<file path="src/rtl/vic_wb_ctrl.sv">
// vic_wb_ctrl: in-order victim writeback buffer that shares the memory port with data-cache loads.
// Optional store-to-load forwarding lookup is built only when VIC_WB_FWD_EN is defined.
`ifndef NUM_TAG_BITS
`define NUM_TAG_BITS 13
`endif
`ifndef NUM_SET_BITS
`define NUM_SET_BITS 4
`endif

module vic_wb_ctrl #(
    parameter int DEPTH      = 8,
    parameter int HIGH_WATER = 6
) (
    input  logic                     clock,
    input  logic                     reset,
    input  logic                     fired_valid1,
    input  logic                     fired_valid2,
    input  logic [`NUM_TAG_BITS-1:0] fired_tag1,
    input  logic [`NUM_TAG_BITS-1:0] fired_tag2,
    input  logic [`NUM_SET_BITS-1:0] fired_set1,
    input  logic [`NUM_SET_BITS-1:0] fired_set2,
    input  logic [63:0]              fired_data1,
    input  logic [63:0]              fired_data2,
    output logic                     wb_ready,
    input  logic                     ld_req,
    input  logic [63:0]              ld_addr,
    output logic                     ld_grant,
    input  logic [3:0]               mem2proc_response,
    output logic [1:0]               proc2mem_command,
    output logic [63:0]              proc2mem_addr,
    output logic [63:0]              proc2mem_data,
    output logic [$clog2(DEPTH):0]   wb_count,
    output logic                     overflow,
    input  logic                     fwd_valid,
    input  logic [63:0]              fwd_addr,
    output logic                     fwd_hit,
    output logic [63:0]              fwd_data
);
    localparam int PW = $clog2(DEPTH);
    localparam int CW = PW + 1;
    localparam int TW = `NUM_TAG_BITS;
    localparam int SW = `NUM_SET_BITS;

    localparam logic [1:0] BUS_NONE  = 2'd0;
    localparam logic [1:0] BUS_LOAD  = 2'd1;
    localparam logic [1:0] BUS_STORE = 2'd2;

    typedef enum logic [1:0] {
        IDLE  = 2'd0,
        DRAIN = 2'd1,
        FORCE = 2'd2
    } state_t;

    function automatic logic [63:0] entry_addr(input logic [TW-1:0] tag, input logic [SW-1:0] set);
        entry_addr = 64'({tag, set, 3'b000});
    endfunction

    logic [TW-1:0] tag_q  [DEPTH];
    logic [SW-1:0] set_q  [DEPTH];
    logic [63:0]   data_q [DEPTH];

    logic [PW-1:0] head;
    logic [PW-1:0] tail;
    logic [PW-1:0] tail2;
    state_t        state;
    state_t        state_next;
    logic [CW-1:0] free_cnt;
    logic [CW-1:0] push_cnt;
    logic [CW-1:0] count_next;
    logic          push1;
    logic          push2;
    logic          pop;
    logic          drop;

    // Space comes only from the registered count, so a pop in this cycle never makes room.
    assign free_cnt   = CW'(DEPTH) - wb_count;
    assign push1      = fired_valid1 && (free_cnt != '0);
    assign push2      = fired_valid2 && (free_cnt >= (push1 ? CW'(2) : CW'(1)));
    assign drop       = (fired_valid1 && !push1) || (fired_valid2 && !push2);
    assign push_cnt   = CW'(push1) + CW'(push2);
    assign tail2      = push1 ? (tail + PW'(1)) : tail;
    assign pop        = (proc2mem_command == BUS_STORE) && (mem2proc_response != 4'd0);
    assign count_next = wb_count + push_cnt - CW'(pop);
    assign wb_ready   = (free_cnt >= CW'(2));

    // Next state follows the occupancy the buffer will have after this edge.
    always_comb begin
        if (count_next == '0) begin
            state_next = IDLE;
        end else if (count_next >= CW'(HIGH_WATER)) begin
            state_next = FORCE;
        end else begin
            state_next = DRAIN;
        end
    end

    // Control state: pointers, occupancy, scheduler state and sticky overflow.
    always_ff @(posedge clock) begin
        if (reset) begin
            head     <= '0;
            tail     <= '0;
            wb_count <= '0;
            state    <= IDLE;
            overflow <= 1'b0;
        end else begin
            head     <= pop ? (head + PW'(1)) : head;
            tail     <= tail + PW'(push_cnt);
            wb_count <= count_next;
            state    <= state_next;
            overflow <= overflow | drop;
        end
    end

    // Entry storage; contents beyond the occupancy are don't-care so no reset is needed.
    always_ff @(posedge clock) begin
        if (push1) begin
            tag_q[tail]  <= fired_tag1;
            set_q[tail]  <= fired_set1;
            data_q[tail] <= fired_data1;
        end
        if (push2) begin
            tag_q[tail2]  <= fired_tag2;
            set_q[tail2]  <= fired_set2;
            data_q[tail2] <= fired_data2;
        end
    end

    // Port arbitration: loads win in IDLE/DRAIN, the head store owns the port in FORCE.
    always_comb begin
        proc2mem_command = BUS_NONE;
        proc2mem_addr    = 64'd0;
        proc2mem_data    = 64'd0;
        ld_grant         = 1'b0;
        if (reset) begin
            proc2mem_command = BUS_NONE;
        end else begin
            case (state)
                IDLE: begin
                    if (ld_req) begin
                        proc2mem_command = BUS_LOAD;
                        proc2mem_addr    = ld_addr;
                        ld_grant         = 1'b1;
                    end else begin
                        proc2mem_command = BUS_NONE;
                    end
                end
                DRAIN: begin
                    if (ld_req) begin
                        proc2mem_command = BUS_LOAD;
                        proc2mem_addr    = ld_addr;
                        ld_grant         = 1'b1;
                    end else begin
                        proc2mem_command = BUS_STORE;
                        proc2mem_addr    = entry_addr(tag_q[head], set_q[head]);
                        proc2mem_data    = data_q[head];
                    end
                end
                FORCE: begin
                    proc2mem_command = BUS_STORE;
                    proc2mem_addr    = entry_addr(tag_q[head], set_q[head]);
                    proc2mem_data    = data_q[head];
                end
                default: begin
                    proc2mem_command = BUS_NONE;
                end
            endcase
        end
    end

`ifdef VIC_WB_FWD_EN
    logic [PW-1:0] fwd_idx;
    logic          fwd_match;

    // Walk entries oldest to youngest so the youngest match supplies the data.
    always_comb begin
        fwd_hit   = 1'b0;
        fwd_data  = 64'd0;
        fwd_idx   = '0;
        fwd_match = 1'b0;
        for (int i = 0; i < DEPTH; i++) begin
            fwd_idx   = head + PW'(i);
            fwd_match = fwd_valid && (CW'(i) < wb_count) &&
                        (entry_addr(tag_q[fwd_idx], set_q[fwd_idx]) == {fwd_addr[63:3], 3'b000});
            fwd_hit   = fwd_hit | fwd_match;
            fwd_data  = fwd_match ? data_q[fwd_idx] : fwd_data;
        end
    end
`else
    logic unused_fwd;

    assign unused_fwd = ^{fwd_valid, fwd_addr};
    assign fwd_hit    = 1'b0;
    assign fwd_data   = 64'd0;
`endif

endmodule

</file>
<file path="config.mk">
export PLATFORM = sky130hd
export DESIGN_NAME = vic_wb_ctrl
export DESIGN_NICKNAME = d
export VERILOG_FILES = /design/src/rtl/vic_wb_ctrl.sv
export SDC_FILE = /design/constraint.sdc
export NUM_CORES = 1
export LEC_CHECK = 0
export BUFFER_PORTS_ARGS = -buffer_cell sky130_fd_sc_hd__clkbuf_2
export CORE_MARGIN = 5
export CORE_UTILIZATION = 35
export DETAILED_ROUTE_END_ITERATION = 7
export HOLD_SLACK_MARGIN = 0.12
export SLEW_MARGIN = 20
export SYNTH_ARGS = -nofsm -noshare
export SYNTH_HDL_FRONTEND = slang
export SYNTH_SLANG_ARGS = --single-unit
export TNS_END_PERCENT = 5
</file>
<file path="constraint.sdc">
create_clock -name clock -period 7.5 [get_ports clock]
set_clock_uncertainty 0.05 [all_clocks]
set_input_delay 0.75 -clock clock [delete_from_list [all_inputs] [get_ports clock]]
set_output_delay 0.75 -clock clock [all_outputs]
set_load 0.01 [all_outputs]
</file>
# Yosys cells after proc, flatten, opt, wreduce, memory -nomap -nowiden
# Memories as Yosys holds them, arrays and structs flattened. A register that Yosys moved wholly into a read port is not among the register bits.
# Cells that the tools add are included.
# op_classes
n_eq_ne	3
mux	27
n_addsub	7
bitwise_logic	1
n_reduce_logical	14
magnitude_cmp	3
# ops
cell	n
64-bit 2-to-1 mux	5
64-bit case mux with 3 select lines	1
64-bit case mux with 2 select lines	1
3-bit 2-to-1 mux	7
1-bit 2-to-1 mux	8
2-bit 2-to-1 mux	4
4-bit nonzero test	2
3-bit by 1-bit adder with 3-bit output, second input constant	2
2-bit case mux with 3 select lines	1
1-bit logical AND	5
4-bit by 2-bit adder with 4-bit output	1
2-bit == test, second input constant	2
4-bit by 2-bit >= comparator with 1-bit output	1
4-bit by 2-bit >= comparator with 1-bit output, second input constant	1
4-bit by 3-bit >= comparator with 1-bit output, second input constant	1
4-bit logical NOT	1
2-bit OR reduction	2
4-bit by 1-bit subtractor with 4-bit output	1
4-bit subtractor, first input constant	1
3-bit by 2-bit adder with 3-bit output	1
1-bit by 1-bit adder with 2-bit output	1
2-bit by 1-bit == test with 1-bit output, second input constant	1
1-bit logical NOT	2
2-bit logical NOT	1
2 further kinds	2
# word_totals
output_inout_bits	202
n_memories	3
in_bits	300
ff_bits	13
ramBits	648
wordCells	63
# memory_table
name	words	word_bits	rd	rd_clocked_by_memory_dff	wr	line	source
data_q	8	64	1	1	2	60	logic [63:0] data_q [DEPTH];
tag_q	8	13	1	1	2	58	logic [TW-1:0] tag_q [DEPTH];
set_q	8	4	1	1	2	59	logic [SW-1:0] set_q [DEPTH];

# Depth between registers and ports, before layout
# logic_depth
depth_word	11
ltp_mapped	21
ltp_nobuf	20

# Worst setup path before layout
# Ideal clock, no wire load.
# synth_timing
path_type	register to register
startpoint	reg wb_count[0]
endpoint	mem data_q[2][0] (enable)
stages_incl_launch_ff	8
t_arrival_ns	7.280
setup_time_ns	0.640
required_ns	6.810
setup_slack_ns	-0.470
period_less_slack_ns	7.970
path_buffers	1
path_cell_list	dfxtp_1 > inv_1 > ha_1 > nor2b_1 > a31oi_1 > buf_4 > nand2_1 > o31ai_1
# synth_rtl
item	line	source
start, declared	32	output logic [$clog2(DEPTH):0] wb_count,
start signal, assigned	108	wb_count <= count_next;
end, declared	60	

# Final worst setup path
# layout_timing
startpoint	reg wb_count[0]
endpoint	reg state[0]
# layout_between
elab_chain_cells	11
elab_cells_between_ends	13
classes_between	add/sub (4); order compare (2); mux (2); reduce/logical (5)
# layout_lines
item	line	source
4-bit subtractor	76	assign free_cnt = CW'(DEPTH) - wb_count;
4-bit nonzero test	77	assign push1 = fired_valid1 && (free_cnt != '0);
1-bit logical AND	77	
2-bit 2-to-1 mux	78	assign push2 = fired_valid2 && (free_cnt >= (push1 ? CW'(2) : CW'(1)));
4-bit by 2-bit >= comparator with 1-bit output	78	
1-bit logical AND	78	
1-bit by 1-bit adder with 2-bit output	80	assign push_cnt = CW'(push1) + CW'(push2);
4-bit by 2-bit adder with 4-bit output *	83	assign count_next = wb_count + push_cnt - CW'(pop);
4-bit by 1-bit subtractor with 4-bit output *	83	
4-bit by 3-bit >= comparator with 1-bit output or 4-bit logical NOT (tied branches)	90, 88	
2-bit 2-to-1 mux or 2-bit OR reduction (tied branches)	--	
end signal, assigned	109	state <= state_next;
end, declared	65	state_t state;
# Every way passes the cells marked *; elsewhere a longest branch is shown, timed or not.
# A chain may end at the register's enable or synchronous reset.

==> flow_summary.ini <==
[grt]
grt_pass1_vias = 21600
grt_max_degree = 83
grt_pass1_wl_um = 145000
track_usage_pct = 18.5
antenna_found_initial = 11
overflow = 0

[die]
dieArea_um2 = 105000
chipWidth_um = 324
die_h_um = 324
design.core.area_um2 = 98300
num_io_pins = 502
rows = 115
floorplan.initialDensity_pct = 35.2

[clocking]
cts_buffers = 79
numClockSinks = 664
cts_buffer_depth = 3
cts.repair.resized = 0
cts_setup_buffers = 0
cts_tree = built
h-tree-depth = 3
insertion_delay_ns = 0.63
path_clk_slew_ns = 0.06
holdBufCountCts = 0
cts_root_buffer = clkbuf_16

[timing]
report.final.setup_viol = 0
fin_crit_sh_pct = 66.8
fin_ws_ns = 2.49
worst-slew-pin-transition_ns = 1.06
final-max-slew-violation-count = 0
hold_ws_ns = 0.359
fmax_mhz = 200
setup_tns_ns = 0
hold_violations = 0
layout_min_cycle_time_ns = 5.01
rsz0062_at_grt = no
slew_headroom_pct = 29.1

[finish]
synthToLayoutAreaGrowth_pct = 16.1
fillers = 8955
drive_above_1_share_pct = 32.2
fin_area_um2 = 40200
fin_util_pct = 40.9
regArea_um2 = 19800
final_nets = 2701
multiInputGateArea_um2 = 13900
stdcell_count = 3737

[logic_synthesis]
yosys.area.top_type = edfxtp_1
syn_area_per_cell_um2 = 17.1
syn-cell-area_um2 = 34600
yosys.area.top_type_share_pct = 56.2
yosysMostFrequentCell = edfxtp_1
synthTopCellsByArea = edfxtp_1, mux2_1, mux4_2
yosysSeqAreaShare_pct = 57.1
synthesis.instances = 2024
ys_types = 46
synth_common_cells = edfxtp_1, mux2_1, mux4_2, mux2i_1, nor2_1
ys.flop_type = edfxtp_1
ys_ff_latch = 664
ys_async_sr_fraction_pct = 0
synth-warning-count = 0
synth_edf_count = 648

[power]
leakage_nw = 14.0
powerDensity_nw_per_um2 = 328
peakVddDrop_mv = 0.297
power.internal_mw = 9.11
swShare_pct = 30.9
fin_total_pwr_mw = 13.2
combinationalPowerShare_pct = 29.7
clockPowerShare_pct = 28.5
seqPwrFrac_pct = 41.8
p_switching_mw = 4.08

[placement]
numPortBuffers = 371
gp_congestion = 0.731
place_inst = 3588
preCtsSetupSlack_ns = 2.51
dpl.hpwl_um = 55700
place_area_um2 = 37700

[worst_setup_path]
start_kind = flop
crit_type = reg -> reg
crit_required_ns = 7.97
rrSetupSlack_ns = 2.49
worstSetupStartpoint = wb_count[0]
crit_fanout = 10
crit_path_end_kind = flop
cp_data_arrival_time_ns = 5.48
r2r_start = wb_count[0]

[status]
status = finished clean

[detailed_routing]
wl_per_cell_um = 26.5
drt_iter0_markers = 1328
vias_per_cell = 5.27
wl_um = 99100
drc = 0
dr.pass1.iters = 5
vias = 19700
ant_nets = 0

[worst_hold_path]
min_from = fired_valid2
min-delay-path-class = in -> reg

[flow_run]
maxCapViolCount = 0
state kept, by name, summed over array words and instances, names as in the netlist, named ones only:
register / count
tag_q: 104
data_q: 512
set_q: 32
head: 3
tail: 3
state: 2
overflow: 1
wb_count: 4
cells by family after synthesis:
family	synth area share, %
mux	34.9
flops	57.1
buf+inv	3.77
simple gates	2.59
compound gates	0.625
fa+ha+maj	0.730
xor+xnor	0.249
other cells	0.0108
worst paths after layout:
kind                    to  cells past startpoint
hold / removal    overflow                      3
hold reg to reg   overflow                      2
setup reg to reg  state[0]                     20
setup / recovery  state[0]                     20
metal layers:
metal | up-vias | GRT usage [%] | part of all wire (%)
met5 | - | 0 | 0.080
met4 | 10 | 5.01 | 2.0
met2 | 529 | 32.6 | 51
met1 | 10400 | 23.5 | 42
met3 | 135 | 3.31 | 4.8
li1 | 8632 | - | -
power groups by stage:
| stage | clock network, mW | registers, mW | logic [mW] |
|---|---|---|---|
| after floorplan | 0 | 5.58 | 2.63 |
| after global placement | 0 | 5.54 | 3.95 |
| after detailed placement | 0 | 5.61 | 4.01 |
| after CTS | 3.87 | 5.54 | 4.03 |
| after global routing | 4.01 | 5.61 | 4.23 |
| final | 3.76 | 5.52 | 3.91 |
worst max-delay path: stages, from the launching register on:
cell,delay [ns]
dfxtp_1,0.41
inv_1,0.11
ha_1,0.22
nor2b_1,0.16
a31oi_1,0.14
buf_4,0.22
inv_1,0.08
ha_1,0.27
inv_1,0.05
a21boi_0,0.10
o31ai_1,0.80
inv_2,0.29
ha_1,0.40
inv_1,0.05
ha_1,0.26
inv_1,0.04
ha_1,0.21
fa_1,0.44
xor2_1,0.20
a21oi_1,0.18
nor3b_1,0.21
placed cells by master (no fill, tap or decap), types with 11 or more instances in the layout:
cell,synthesis,layout
clkinv_2,0,11
nor2_1,75,75
clkbuf_2,0,371
mux2_1,569,569
mux2_4,71,71
dfxtp_1,16,13
mux2i_1,86,86
o21ai_0,18,17
edfxtp_1,648,648
conb_1,1,65
nand2_1,25,24
clkinv_1,0,15
and2_1,47,47
clkbuf_1,38,22
buf_4,66,32
mux4_2,162,162
ha_1,17,17
inv_1,17,17
clkbuf_16,0,84
layout make-up:
type / instances / share of cell area, %
well taps: 1287 / 4.01
repair buffers: 411 / 5.62
flip-flops and latches: 664 / 49.2
inverters: 18 / 0.168
diodes: 6 / 0.0374
clock inverters: 37 / 0.847
multi-input cells: 1208 / 34.7
clock buffers: 106 / 5.44
Power figures use the tool's default switching activity.
